[src/rtl/fp_special_resolve_pipe.sv]
// Two-stage IEEE-754 special-operand resolver for add/sub/mul/div results, with a valid/ready stream on both sides.
// Optional invalid-result counter enabled by defining FP_EXC_CNT_EN; otherwise exc_cnt is tied to zero.
module fp_special_resolve_pipe #(
    parameter  int EXP_W = 8,
    parameter  int MAN_W = 23,
    parameter  int CNT_W = 16,
    localparam int W     = 1 + EXP_W + MAN_W
) (
    input  logic             clk,
    input  logic             rst,
    input  logic             in_valid,
    output logic             in_ready,
    input  logic [1:0]       op,
    input  logic [W-1:0]     a,
    input  logic [W-1:0]     b,
    input  logic [W-1:0]     ans,
    output logic             out_valid,
    input  logic             out_ready,
    output logic [W-1:0]     s,
    output logic [3:0]       flags,
    input  logic             flag_clr,
    output logic [3:0]       flags_sticky,
    output logic [CNT_W-1:0] exc_cnt
);

    typedef enum logic [1:0] {OP_ADD = 2'b00, OP_SUB = 2'b01, OP_MUL = 2'b10, OP_DIV = 2'b11} op_e;

    typedef struct packed {
        logic nan;
        logic inf;
        logic zero;
    } cls_t;

    localparam logic [W-1:0]     QN      = {1'b0, {(W-1){1'b1}}};
    localparam logic [W-2:0]     INF_MAG = {{EXP_W{1'b1}}, {MAN_W{1'b0}}};
    localparam logic [CNT_W-1:0] CNT_ONE = CNT_W'(1);

    function automatic cls_t classify(input logic [W-1:0] x);
        cls_t c;
        logic exp_ones, exp_zero, man_nz;
        exp_ones = &x[W-2:MAN_W];
        exp_zero = ~|x[W-2:MAN_W];
        man_nz   = |x[MAN_W-1:0];
        c.nan    = exp_ones & man_nz;
        c.inf    = exp_ones & ~man_nz;
        c.zero   = exp_zero;
        return c;
    endfunction

    // Stage 1: operands, core result and operand classes.
    logic         v1;
    op_e          op1;
    logic [W-1:0] a1, b1, ans1;
    cls_t         ca1, cb1;

    // Stage 2: resolved result and its flags.
    logic         v2;
    logic [W-1:0] s2;
    logic [3:0]   flags2;

    logic         load2, load1, out_xfer;

    assign load2     = !v2 || out_ready;
    assign load1     = !v1 || load2;
    assign in_ready  = !v1 || !v2 || out_ready;
    assign out_xfer  = v2 && out_ready;
    assign out_valid = v2;
    assign s         = s2;
    assign flags     = flags2;

    always_ff @(posedge clk or posedge rst) begin
        // NOTE: datapath registers are reset too so s and flags read zero out of reset.
        if (rst) begin
            v1   <= 1'b0;
            op1  <= OP_ADD;
            a1   <= '0;
            b1   <= '0;
            ans1 <= '0;
            ca1  <= '0;
            cb1  <= '0;
        end else if (load1) begin
            // NOTE: non-blocking assignments keep every register sampling pre-edge values.
            v1 <= in_valid;
            if (in_valid) begin
                op1  <= op_e'(op);
                a1   <= a;
                b1   <= b;
                ans1 <= ans;
                ca1  <= classify(a);
                cb1  <= classify(b);
            end
        end
    end

    logic [W-1:0] res_s;
    logic         nan_in, invalid, divzero, special;
    logic         sa, sb_eff, sx;

    always_comb begin
        // NOTE: every output gets a default first so no path can infer a latch.
        res_s   = ans1;
        nan_in  = 1'b0;
        invalid = 1'b0;
        divzero = 1'b0;
        special = 1'b1;
        sa      = a1[W-1];
        sb_eff  = b1[W-1] ^ (op1 == OP_SUB);
        sx      = a1[W-1] ^ b1[W-1];

        if (ca1.nan || cb1.nan) begin
            res_s  = QN;
            nan_in = 1'b1;
        end else begin
            unique case (op1)
                OP_ADD, OP_SUB: begin
                    if (ca1.inf && cb1.inf && (sa != sb_eff)) begin
                        res_s   = QN;
                        invalid = 1'b1;
                    end else if (ca1.inf)              res_s = {sa, INF_MAG};
                    else if (cb1.inf)                  res_s = {sb_eff, INF_MAG};
                    else if (ca1.zero && cb1.zero)     res_s = {sa & sb_eff, {(W-1){1'b0}}};
                    else if (ca1.zero)                 res_s = {sb_eff, b1[W-2:0]};
                    else if (cb1.zero)                 res_s = a1;
                    else                               special = 1'b0;
                end
                OP_MUL: begin
                    if ((ca1.inf && cb1.zero) || (ca1.zero && cb1.inf)) begin
                        res_s   = QN;
                        invalid = 1'b1;
                    end else if (ca1.inf || cb1.inf)   res_s = {sx, INF_MAG};
                    else if (ca1.zero || cb1.zero)     res_s = {sx, {(W-1){1'b0}}};
                    else                               special = 1'b0;
                end
                OP_DIV: begin
                    if ((ca1.zero && cb1.zero) || (ca1.inf && cb1.inf)) begin
                        res_s   = QN;
                        invalid = 1'b1;
                    end else if (cb1.zero && !ca1.inf) begin
                        res_s   = {sx, INF_MAG};
                        divzero = 1'b1;
                    end else if (ca1.inf || cb1.zero)  res_s = {sx, INF_MAG};
                    else if (ca1.zero || cb1.inf)      res_s = {sx, {(W-1){1'b0}}};
                    else                               special = 1'b0;
                end
                default: special = 1'b0;
            endcase
        end
    end

    always_ff @(posedge clk or posedge rst) begin
        if (rst) begin
            v2     <= 1'b0;
            s2     <= '0;
            flags2 <= '0;
        end else if (load2) begin
            v2 <= v1;
            if (v1) begin
                s2     <= res_s;
                flags2 <= {nan_in, invalid, divzero, special};
            end
        end
    end

    // A transfer's flags survive a clear in the same cycle.
    always_ff @(posedge clk or posedge rst) begin
        if (rst)           flags_sticky <= '0;
        else if (out_xfer) flags_sticky <= (flag_clr ? 4'b0000 : flags_sticky) | flags2;
        else if (flag_clr) flags_sticky <= '0;
    end

`ifdef FP_EXC_CNT_EN
    logic [CNT_W-1:0] cnt;

    always_ff @(posedge clk or posedge rst) begin
        if (rst)                       cnt <= '0;
        else if (out_xfer && flags2[2]) begin
            if (flag_clr)              cnt <= CNT_ONE;
            else if (!(&cnt))          cnt <= cnt + CNT_ONE;
        end else if (flag_clr)         cnt <= '0;
    end

    assign exc_cnt = cnt;
`else
    assign exc_cnt = '0;
`endif

endmodule

[config.mk]
export PLATFORM = sky130hd
export DESIGN_NAME = fp_special_resolve_pipe
export DESIGN_NICKNAME = d
export VERILOG_FILES = /design/src/rtl/fp_special_resolve_pipe.sv
export SDC_FILE = /design/constraint.sdc
export NUM_CORES = 1
export LEC_CHECK = 0
export CAP_MARGIN = 30
export CORE_UTILIZATION = 23
export DETAILED_ROUTE_END_ITERATION = 12
export HOLD_SLACK_MARGIN = 0.05
export SLEW_MARGIN = 5
export SYNTH_ARGS = -nofsm -noshare
export SYNTH_HDL_FRONTEND = slang
export SYNTH_SLANG_ARGS = --single-unit
[constraint.sdc]
create_clock -name clk -period 5.9 [get_ports clk]
set_input_delay 0.59 -clock clk [delete_from_list [all_inputs] [get_ports clk]]
set_output_delay 0.59 -clock clk [all_outputs]
set_load 0.02 [all_outputs]
==> key figures, run 1 <==
Die
  – Starting density of the core: 23.4%
  – Area of the die: 29900 µm²
  – Core Box Area: ~29000 µm²
  – Vertical die dimension: approximately 170 µm
  – Number of placement rows: 62
  – Number of placed I/O pins: between 150 and 200
  – Die Span X: roughly 170 µm

Logic synthesis
  – Synth async-reset ratio: between 90% and 100%
  – Average size of a mapped cell: 11.3 µm²
  – Number of warnings reported in the yosys synthesis log: 0
  – Post-synth top area share: between 50% and 60%
  – Primary flip-flop cell chosen by synthesis mapping: sky130_fd_sc_hd__dfrtp_1
  – Biggest area consumer among synthesized cells: sky130_fd_sc_hd__dfrtp_1
  – Mapped cell area: 6720 µm²
  – Number of flops mapped to enable cells by yosys: 0
  – Unique cell type count in the Yosys netlist: 41
  – Share of the yosys chip area belonging to registers: 54.4%
  – Flip-flop and latch count after synthesis: around 150
  – Gate count after technology mapping: between 500 and 600
  – Biggest area contributors in the synthesized netlist: sky130_fd_sc_hd__dfrtp_1 (54%), sky130_fd_sc_hd__mux2_2 (16%), sky130_fd_sc_hd__nand2_1 (4.2%)

Place
  – Worst slack at placement: between 2 and 3 ns
  – Routability Congestion: between 0.7 and 0.8
  – Placed wire-length estimate after detailed placement: ~14000 µm
  – I/O Buffers: 144

Setup path
  – Critical Path AT: about 3.1 ns
  – Largest fanout on the critical path: 60
  – Type of the worst setup path: in2reg
  – Beginning of the critical path: out_ready
  – Critical R2R Capture: s[10]$_DFFE_PP0P_
  – CP endpoint: a1[1]$_DFFE_PP0P_
  – Worst EP required: 6.20 ns
  – Worst Reg2Reg Path Length in Cells: 5
  – Worst r2r src: ca1[1]$_DFFE_PP0P_
  – R2R Setup Slk: 3.35 ns
  – Startpoint type of the worst setup path: input port
  – CP endpoint kind: flip-flop

Clock tree
  – Clock buffer depth: 2
  – Clock sink total: roughly 150
  – Clock latency on the worst-skew pair: ~0.42 ns
  – Total CTS buffers: 17
  – Clock tree from TritonCTS: done
  – Buffer type at the clock tree root: sky130_fd_sc_hd__clkbuf_16
  – Post-CTS Setup Inserts: 0
  – Clock transition at the registers of the reported paths: 0.06 ns
  – Hold-fix buffers, CTS: 0
  – Total of cells resized after clock tree synthesis: 0
  – H-tree level count: 4

Detailed routing
  – Post-route DRC: 0
  – Antenna viol nets, final: 0
  – Total routed wirelength: 19400 µm
  – Total iterations of the first detailed-routing run: 5
  – Via/cell ratio: 4.49
  – Vias after detailed routing: 5036
  – Initial detailed-routing violation count: 350
  – Routed wire per std cell: between 15 and 20 µm

Timing
  – Total Neg Setup Slack: 0 ns
  – Final critical-path setup slack: between 3 and 4 ns
  – Part of the cycle the worst path needs: a little under half
  – Worst clock skew on the final layout: roughly 0.0052 ns
  – Worst Tran Pin Value: around 0.86 ns
  – Setup-failing EPs final: 0
  – Tmin final: ~2.7 ns
  – Unrepaired setup endpoints after global routing: false
  – Number of pins with negative max-slew slack in the final report: 0
  – Final number of hold-violating endpoints: 0
  – Max Clock Freq: between 300 and 400 MHz
  – Headroom to the max-slew limit: ~43%

Power
  – Leakage Power: about 0.0036 µW
  – Ratio of total power to cell area: roughly 330 nW/µm²
  – Overall power: 2980 µW
  – Worst supply voltage drop on vdd: between 0.1 and 0.15 mV

GRT
  – Overall routing resource usage: between 10% and 20%
  – Total grt overflow: 0
  – Wire length of the first global-routing pass: 30400 µm
  – Number of antenna violations at the first check in global routing: 3
  – Maximum number of pins on one net before global-route repair: 93
  – Via count of the first global-routing pass: 5187

Cells and area
  – Final-stage net count: between 800 and 900
  – Number of fill cells: 2956
  – Area Growth Syn to Fin: 34.9%
  – Fraction of layout cells with a size suffix above 1: about a fifth

Worst hold path
  – Worst hold-check path type: in2async

Status
  – Result of the run: complete, no violations

Job
  – Count of maximum capacitance violations: 0
[layout make-up]
type	instances	area [µm²]	area share (%)
well taps	384	480	5.30
repair buffers	152	1530	16.9
flip-flops and latches	146	3650	40.3
inverters	7	31.3	0.345
multi-input cells	400	2770	30.6
clock buffers	18	439	4.85
diodes	1	2.50	0.0276
clock inverters	14	153	1.68
[placed cells by master (no fill, tap or decap), types with 3 or more instances in the layout]
cell type / count
sky130_fd_sc_hd__nor3_1: 5
sky130_fd_sc_hd__inv_1: 6
sky130_fd_sc_hd__clkbuf_16: 17
sky130_fd_sc_hd__a22oi_1: 23
sky130_fd_sc_hd__inv_6: 5
sky130_fd_sc_hd__nor2_1: 28
sky130_fd_sc_hd__nand3_1: 6
sky130_fd_sc_hd__a21oi_1: 29
sky130_fd_sc_hd__dfrtp_1: 145
sky130_fd_sc_hd__mux2_2: 98
sky130_fd_sc_hd__o22a_1: 23
sky130_fd_sc_hd__o21ai_0: 38
sky130_fd_sc_hd__clkdlybuf4s50_1: 144
sky130_fd_sc_hd__nand4_1: 13
sky130_fd_sc_hd__nor4_1: 16
sky130_fd_sc_hd__clkinvlp_4: 3
sky130_fd_sc_hd__nand2_1: 74
sky130_fd_sc_hd__clkinv_2: 3
sky130_fd_sc_hd__buf_4: 6
sky130_fd_sc_hd__conb_1: 16
[cell usage after synthesis (2+ instances only)]
master / n
sky130_fd_sc_hd__buf_4: 16
sky130_fd_sc_hd__nor2_1: 28
sky130_fd_sc_hd__a21oi_1: 29
sky130_fd_sc_hd__clkbuf_1: 10
sky130_fd_sc_hd__nand2_2: 2
sky130_fd_sc_hd__nand2_1: 75
sky130_fd_sc_hd__buf_6: 5
sky130_fd_sc_hd__nand3b_1: 2
sky130_fd_sc_hd__nor3_1: 5
sky130_fd_sc_hd__xnor2_1: 2
sky130_fd_sc_hd__nand4_1: 13
sky130_fd_sc_hd__a22o_1: 2
sky130_fd_sc_hd__o22a_1: 23
sky130_fd_sc_hd__o21ai_0: 38
sky130_fd_sc_hd__nand2b_1: 2
sky130_fd_sc_hd__o41ai_1: 2
sky130_fd_sc_hd__buf_2: 23
sky130_fd_sc_hd__a31oi_1: 2
sky130_fd_sc_hd__a22oi_1: 23
sky130_fd_sc_hd__mux2_2: 98
sky130_fd_sc_hd__nand3_1: 6
sky130_fd_sc_hd__inv_1: 7
sky130_fd_sc_hd__nor4_1: 16
sky130_fd_sc_hd__dfrtp_1: 146
[state kept, by name, summed over array words and instances, names as in the netlist]
signal and flops:
ca1 3, op1 2, ans1 32, b1 32, flags 4, v1 1
a1 32, out_valid 1, flags_sticky 4, cb1 3, s 32
[per-stage QoR]
| stage | area (µm²) | utilization, % | hold WS (ns) | std cells |
|---|---|---|---|---|
| 4_1_cts | 9030 | 31.5 | 0.495 | 1120 |
| 3_5_place_dp | 8440 | 29.4 | 0.486 | 1088 |
| 3_3_place_gp | 8430 | 29.4 | 0.482 | 1087 |
| 6_report | 9060 | 31.6 | 0.415 | 1122 |
| 2_1_floorplan | 6770 | - | 0.468 | 607 |
| 5_1_grt | 9060 | 31.6 | 0.409 | 1122 |
[power breakdown]
part	total, µW	internal [µW]	switching [µW]
Sequential	1260	1160	97.8
Combinational	635	332	303
Clock	1080	640	444
[metal layers]
metal	up-vias	routed length [µm]	global-route usage, %
li1	2372	-	-
met1	2491	9170	17.9
met5	-	21	0
met3	23	969	3.58
met4	4	302	4.20
met2	146	8930	20.7
[how the worst min path moves through the flow]
stage,end,start,slack [ns]
2_1_floorplan,ca1[2]$_DFFE_PP0P_,ca1[2]$_DFFE_PP0P_,0.47
3_3_place_gp,s[31]$_DFFE_PP0P_,s[31]$_DFFE_PP0P_,0.48
3_5_place_dp,s[31]$_DFFE_PP0P_,s[31]$_DFFE_PP0P_,0.49
4_1_cts,s[31]$_DFFE_PP0P_,s[31]$_DFFE_PP0P_,0.50
5_1_grt,ans1[29]$_DFFE_PP0P_,rst,0.41
6_report,ans1[29]$_DFFE_PP0P_,rst,0.41
[critical path, cell delays in order]
cell and delay, ns:
sky130_fd_sc_hd__clkdlybuf4s50_1 0.49, sky130_fd_sc_hd__nand3b_1 0.28, sky130_fd_sc_hd__nand2_4 0.63, sky130_fd_sc_hd__buf_4 0.64, sky130_fd_sc_hd__mux2_2 0.40
[kinds of logic (layout without fill, tap and decap cells)]
| kind of cell | count (synthesis) | after routing | share of synthesized area [%] |
|---|---|---|---|
| flip-flops | 146 | 146 | 54.4 |
| AO/OA/AOI/OAI | 124 | 124 | 12.0 |
| XOR/XNOR | 2 | 2 | 0.261 |
| other | 1 | 17 | 0.0558 |
| adder cells (fa/ha/maj) | 1 | 1 | 0.186 |
| AND/OR/NAND/NOR | 158 | 158 | 11.2 |
| buffers and inverters | 61 | 191 | 5.29 |
| multiplexers | 99 | 99 | 16.6 |
Power figures use the tool's default switching activity.
==> run 2: changes to the inputs <==
==> constraint.sdc (replaced) <==
create_clock -name clk -period 2.9 [get_ports clk]
set_input_delay 0.29 -clock clk [delete_from_list [all_inputs] [get_ports clk]]
set_output_delay 0.29 -clock clk [all_outputs]
set_load 0.02 [all_outputs]
==> run 2 against run 1 <==
Worst setup slack worse by 2.6 ns. Utilization grew 0.41 points. Clock-buffer cell count shrank 1. Combinational power grew 100%. First-iteration DRC count shrank 8.0%. Sequential power grew 100%. Cell count is 0.53% higher. Largest power group unchanged.
==> key figures, run 2 (synthesis results as in run 1) <==
Power
  – Worst supply voltage drop on vdd: about 0.4 mV
  – Ratio of total power to cell area: roughly 700 nW/µm²
  – Clock network power share: between 30% and 40%
  – Switching power share of the total: between 20% and 30%
  – Flop pwr share: roughly 41%
  – Part of the total power dissipated in combinational logic: about a fifth
  – Int Pwr: between 4000 and 5000 µW
  – Sw power: 1770 µW
  – Leakage Power: between 0.003 and 0.004 µW

Timing
  – Total Neg Setup Slack: 0 ns
  – Max Clock Freq: between 400 and 500 MHz
  – Final number of hold-violating endpoints: 0
  – Unrepaired setup endpoints after global routing: false
  – Final critical-path setup slack: 0.595 ns
  – Worst Tran Pin Value: roughly 0.84 ns
  – Number of pins with negative max-slew slack in the final report: 0
  – Setup-failing EPs final: 0
  – Part of the cycle the worst path needs: about four fifths
  – Tmin final: 2.31 ns
  – Worst clock skew on the final layout: about 0.01 ns
  – Headroom to the max-slew limit: between 40% and 50%

Setup path
  – Largest fanout on the critical path: 23
  – Critical path, cell by cell: nand2b_1, xnor2_1, ha_1, nand2_1, nor3b_1, a21oi_1, nand2_2, o22a_1
  – Type of the worst setup path: reg2reg
  – Startpoint type of the worst setup path: flip-flop
  – Worst EP required: around 3.2 ns
  – Slowest Stage Delay on Critical Path: 0.51 ns
  – CP endpoint kind: flip-flop
  – Worst r2r src: op1[0]$_DFFE_PP0P_
  – Worst Reg2Reg Path Length in Cells: 8
  – R2R Setup Slk: about 0.6 ns
  – Critical path's slowest cell: sky130_fd_sc_hd__dfrtp_1
  – Critical R2R Capture: s[14]$_DFFE_PP0P_
  – Critical Path AT: 2.61 ns

Detailed routing
  – Initial detailed-routing violation count: 322
  – Post-route DRC: 0
  – Via/cell ratio: 4.44
  – Total routed wirelength: just under 20000 µm
  – Vias after detailed routing: around 5000
  – Routed wire per std cell: approximately 17 µm
  – Antenna viol nets, final: 0
  – Total iterations of the first detailed-routing run: 4

Place
  – Worst slack at placement: between 0.4 and 0.5 ns
  – Routability Congestion: 0.787
  – I/O Buffers: 144
  – Placed wire-length estimate after detailed placement: 13700 µm

Status
  – Result of the run: complete, no violations

Cells and area
  – Multi-input combinational cell area: ~2800 µm²
  – Fraction of layout cells with a size suffix above 1: 20.8%
  – Number of fill cells: between 2000 and 3000
  – Area Growth Syn to Fin: 36.6%
  – FF/Latch Area: roughly 3700 µm²
  – Leading cell types in the layout, fill and taps excluded: sky130_fd_sc_hd__dfrtp_1 (145), sky130_fd_sc_hd__clkdlybuf4s50_1 (144), sky130_fd_sc_hd__mux2_2 (98)
  – Final-stage net count: roughly 830
  – Leading cell type in the layout, fill and taps excluded: sky130_fd_sc_hd__dfrtp_1

Die
  – Starting density of the core: 23.4%
  – Number of placed I/O pins: ~160
  – Vertical die dimension: between 150 and 200 µm
  – Number of placement rows: slightly above 60
  – Die Span X: 173 µm
  – Area of the die: between 20000 and 30000 µm²
  – Core Box Area: around 29000 µm²

Clock tree
  – Clock buffer depth: 2
  – Buffer type at the clock tree root: sky130_fd_sc_hd__clkbuf_16
  – Post-CTS Setup Inserts: 0
  – Clock transition at the registers of the reported paths: about 0.070 ns
  – H-tree level count: 4
  – Clock latency on the worst-skew pair: 0.43 ns
  – Clock tree from TritonCTS: done
  – Total of cells resized after clock tree synthesis: 0
  – Total CTS buffers: 17
  – Clock sink total: roughly 150
  – Hold-fix buffers, CTS: 0

GRT
  – Total grt overflow: 0
  – Overall routing resource usage: roughly an eighth
  – Maximum number of pins on one net before global-route repair: about 150
  – Wire length of the first global-routing pass: 30500 µm
  – Via count of the first global-routing pass: approximately 5200
  – Number of antenna violations at the first check in global routing: 2

Job
  – Count of maximum capacitance violations: 0

Worst hold path
  – Worst hold-check path type: in2async
run 2: cell types whose count changed in the layout (fill, tap and decap cells not counted), sizes merged:
cell	delta
buf	+5
clkinvlp	-1
clkbuf	-1
bufinv	+2
diode	+1
run 2: through the flow:
stage	util (%)	cell area, µm²	std cells	hold WS [ns]	power (µW)
CTS	32.0	9170	1126	0.451	6360
global route	32.0	9170	1126	0.470	6580
detailed placement	29.7	8530	1094	0.487	3920
finish	32.0	9180	1128	0.438	6290
global placement	29.7	8530	1094	0.488	3890
floorplan	-	6780	607	0.386	3310
run 2: layout make-up:
class                           count  area share (%)
Inverter                            7           0.327
Tap cell                          384            5.23
Multi-Input combinational cell    400            30.2
Antenna cell                        2          0.0545
Clock buffer                       17            4.63
Timing Repair Buffer              157            17.3
Sequential cell                   146            39.8
Clock inverter                     15            2.41
run 2: how the worst max path moves through the flow:
stage / startpoint / endpoint / slack [ns] / depth (start not counted)
floorplan: rst / a1[0]$_DFFE_PP0P_ / 0.78 / 1
global placement: out_ready / s[4]$_DFFE_PP0P_ / 0.51 / 6
CTS: op1[0]$_DFFE_PP0P_ / s[6]$_DFFE_PP0P_ / 0.63 / 8
finish: op1[0]$_DFFE_PP0P_ / s[14]$_DFFE_PP0P_ / 0.59 / 8
global route: op1[0]$_DFFE_PP0P_ / s[12]$_DFFE_PP0P_ / 0.47 / 8
detailed placement: out_ready / s[6]$_DFFE_PP0P_ / 0.48 / 6
run 2: power by group through the flow:
stage | clock (µW) | combinational [µW] | sequential, µW
finish | 2420 | 1300 | 2560
global route | 2560 | 1420 | 2600
CTS | 2470 | 1320 | 2570
detailed placement | 0 | 1310 | 2600
global placement | 0 | 1300 | 2600
floorplan | 0 | 613 | 2700
run 2: per-layer routing:
| metal | GRT usage, % | vias to the layer above | share of wire (%) |
|---|---|---|---|
| met5 | 0 | - | 0.067 |
| met1 | 17.8 | 2482 | 47 |
| li1 | - | 2383 | - |
| met2 | 20.3 | 123 | 45 |
| met3 | 4.18 | 22 | 5.9 |
| met4 | 4.68 | 2 | 1.3 |
run 2: worst max-delay path, delay by kind of cell (launching register included):
| kind | cells | cell delay (ns) |
|---|---|---|
| AOI/OAI and AO/OA | 2 | 0.53 |
| xor gates and xnor gates | 1 | 0.21 |
| adders and majority gates | 1 | 0.26 |
| DFF | 1 | 0.51 |
| and+or+nand+nor | 4 | 0.67 |
==> run 3: changes to the inputs <==
==> constraint.sdc (replaced) <==
create_clock -name clk -period 1.95 [get_ports clk]
set_input_delay 0.195 -clock clk [delete_from_list [all_inputs] [get_ports clk]]
set_output_delay 0.195 -clock clk [all_outputs]
set_load 0.02 [all_outputs]
==> run 3 against run 2 <==
Sequential share of layout area fell by 1.2 points. Clock-buffer cell count did not move. Via count rose by 2.8%. Final area rose by 3.1%. First-iteration DRC count rose by 9.6%. Global-route usage barely moved. Clock power rose by 29%.
==> key figures, run 3 (synthesis results as in run 1) <==
GRT
  – Wire length of the first global-routing pass: 30500 µm
  – Total grt overflow: 0
  – Via count of the first global-routing pass: 5200
  – Number of antenna violations at the first check in global routing: 0
  – Maximum number of pins on one net before global-route repair: 66
  – Overall routing resource usage: between 10% and 20%

Detailed routing
  – Routed wire per std cell: 17.4 µm
  – Antenna viol nets, final: 0
  – Vias after detailed routing: a little over 5000
  – Highest layer used for signal routing: met4
  – Post-route DRC: 0
  – Detailed route wirelength on metal2: around 9400 µm
  – Detailed-route wire length on metal 1: 9650 µm
  – Met3 Routed Length: roughly 930 µm
  – Via/cell ratio: 4.45
  – Initial detailed-routing violation count: between 300 and 400
  – Total routed wirelength: a little over 20000 µm
  – Total iterations of the first detailed-routing run: 4

Timing
  – Final number of hold-violating endpoints: 0
  – Worst Tran Pin Value: about 0.53 ns
  – Unrepaired setup endpoints after global routing: true
  – Number of pins with negative max-slew slack in the final report: 0
  – Max Clock Freq: roughly 520 MHz
  – Worst hold margin: 0.385 ns
  – Tmin final: between 1.5 and 2 ns
  – Worst clock skew on the final layout: 0.00832 ns
  – Headroom to the max-slew limit: approximately 64%
  – Setup-failing EPs final: 0
  – Part of the cycle the worst path needs: approximately 99%

Setup path
  – Critical path, cell by cell: nand2b_4, xnor2_4, ha_4, nand2_4, nor3b_2, a21oi_2, nand2_4, clkbuf_16, o22a_1
  – Critical Path AT: between 2 and 2.5 ns
  – Slowest Stage Delay on Critical Path: just under 0.4 ns
  – Critical R2R Capture: s[3]$_DFFE_PP0P_
  – Worst EP required: 2.26 ns
  – Largest fanout on the critical path: 6
  – Startpoint type of the worst setup path: flip-flop
  – Worst r2r src: op1[1]$_DFFE_PP0P_
  – R2R Setup Slk: approximately 0.024 ns
  – Most numerous cell on the critical path: sky130_fd_sc_hd__nand2_4
  – Worst Reg2Reg Path Length in Cells: 9
  – Critical path's slowest cell: sky130_fd_sc_hd__dfrtp_1
  – CP endpoint kind: flip-flop
  – Type of the worst setup path: reg2reg

Clock tree
  – H-tree level count: 4
  – Clock latency on the worst-skew pair: 0.42 ns
  – Buffer type at the clock tree root: sky130_fd_sc_hd__clkbuf_16
  – Clock tree from TritonCTS: done
  – Total CTS buffers: 17
  – Clock transition at the registers of the reported paths: 0.07 ns
  – Clock sink total: around 150
  – Clock buffer depth: 2

Worst hold path
  – Hold endpoint: ans1[17]$_DFFE_PP0P_
  – Cell depth of the worst hold path: 2
  – Startpoint of the worst hold path: ans[17]
  – Worst hold-check path type: in2reg

Place
  – DP Cell Count: ~1100
  – Routability Congestion: ~0.8
  – Placed wire-length estimate after detailed placement: about 14000 µm
  – I/O Buffers: about 140
  – Post-placement cell area: ~9000 µm²

Die
  – Number of placement rows: 62
  – Starting density of the core: around a quarter
  – Number of placed I/O pins: approximately 160
  – Vertical die dimension: around 170 µm
  – Die Span X: ~170 µm
  – Core Box Area: between 20000 and 30000 µm²
  – Area of the die: between 20000 and 30000 µm²

Power
  – Ratio of total power to cell area: around 960 nW/µm²
  – Worst supply voltage drop on vdd: 0.583 mV
  – Overall power: just over 9000 µW
  – Leakage Power: between 0.003 and 0.004 µW

Cells and area
  – Number of fill cells: ~2900
  – Leading cell types in the layout, fill and taps excluded: sky130_fd_sc_hd__dfrtp_1 (145), sky130_fd_sc_hd__clkdlybuf4s50_1 (143), sky130_fd_sc_hd__mux2_2 (98)
  – Final instance area: between 9000 and 10000 µm²
  – Fraction of layout cells with a size suffix above 1: between 20% and 30%
  – Final core occ: between 30% and 40%
  – Area Growth Syn to Fin: 40.8%
  – FF/Latch Area: around 3700 µm²
  – Leading cell type in the layout, fill and taps excluded: sky130_fd_sc_hd__dfrtp_1
  – Final-stage net count: roughly 870
  – Antenna diodes: 0
  – Multi-input combinational cell area: between 2000 and 3000 µm²
  – Finished Layout Cells: approximately 1200

Status
  – Result of the run: complete, no violations

Job
  – Count of maximum capacitance violations: 0
[run 3: layer usage]
metal	vias to the layer above	track usage [%]
met5	-	0
met2	141	21.0
li1	2444	-
met4	0	3.98
met1	2557	18.0
met3	12	3.30
[run 3: per-stage QoR]
| step | setup slack [ns] | setup TNS (ns) |
|---|---|---|
| after floorplan | -0.0780 | -11.39 |
| after global placement | 0.0416 | 0 |
| after global routing | -0.0463 | -0.838 |
| final | 0.0244 | 0 |
| after detailed placement | 0.0467 | 0 |
| after CTS | 0.0299 | 0 |
[run 3: layout make-up]
type,instances,share of cell area (%)
inverters,7,0.317
clock buffers,17,4.50
flip-flops and latches,146,38.6
repair buffers,189,20.0
clock inverters,15,1.49
well taps,384,5.08
multi-input cells,400,29.9
[run 3: critical path: cells and delay by family (launching register included)]
family,cells,cell delay (ns)
and+or+nand+nor,4,0.42
DFF,1,0.39
AOI/OAI and AO/OA,2,0.34
adders and majority gates,1,0.23
buffers and inverters,1,0.22
xor gates and xnor gates,1,0.21
[run 3: worst max-delay path by stage]
stage | startpoint | endpoint
floorplan | rst | a1[0]$_DFFE_PP0P_
global placement | out_ready | s[11]$_DFFE_PP0P_
detailed placement | op1[1]$_DFFE_PP0P_ | s[2]$_DFFE_PP0P_
CTS | op1[1]$_DFFE_PP0P_ | s[2]$_DFFE_PP0P_
global route | op1[1]$_DFFE_PP0P_ | s[3]$_DFFE_PP0P_
finish | op1[1]$_DFFE_PP0P_ | s[3]$_DFFE_PP0P_
[run 3: where the power goes]
group	switching [µW]	leakage [µW]	internal [µW]
registers	303	0.00170	3510
clock network	1440	0.000272	1680
logic	975	0.00185	1130
[run 3: repair_timing]
action,4_1_cts,5_1_grt
hold endpoints to repair,3,0
pin swaps,0,21
endpoints found under the setup margin,1,23
resized for setup,1,9
setup buffers,0,1
gates cloned,0,3
hold buffers,1,0
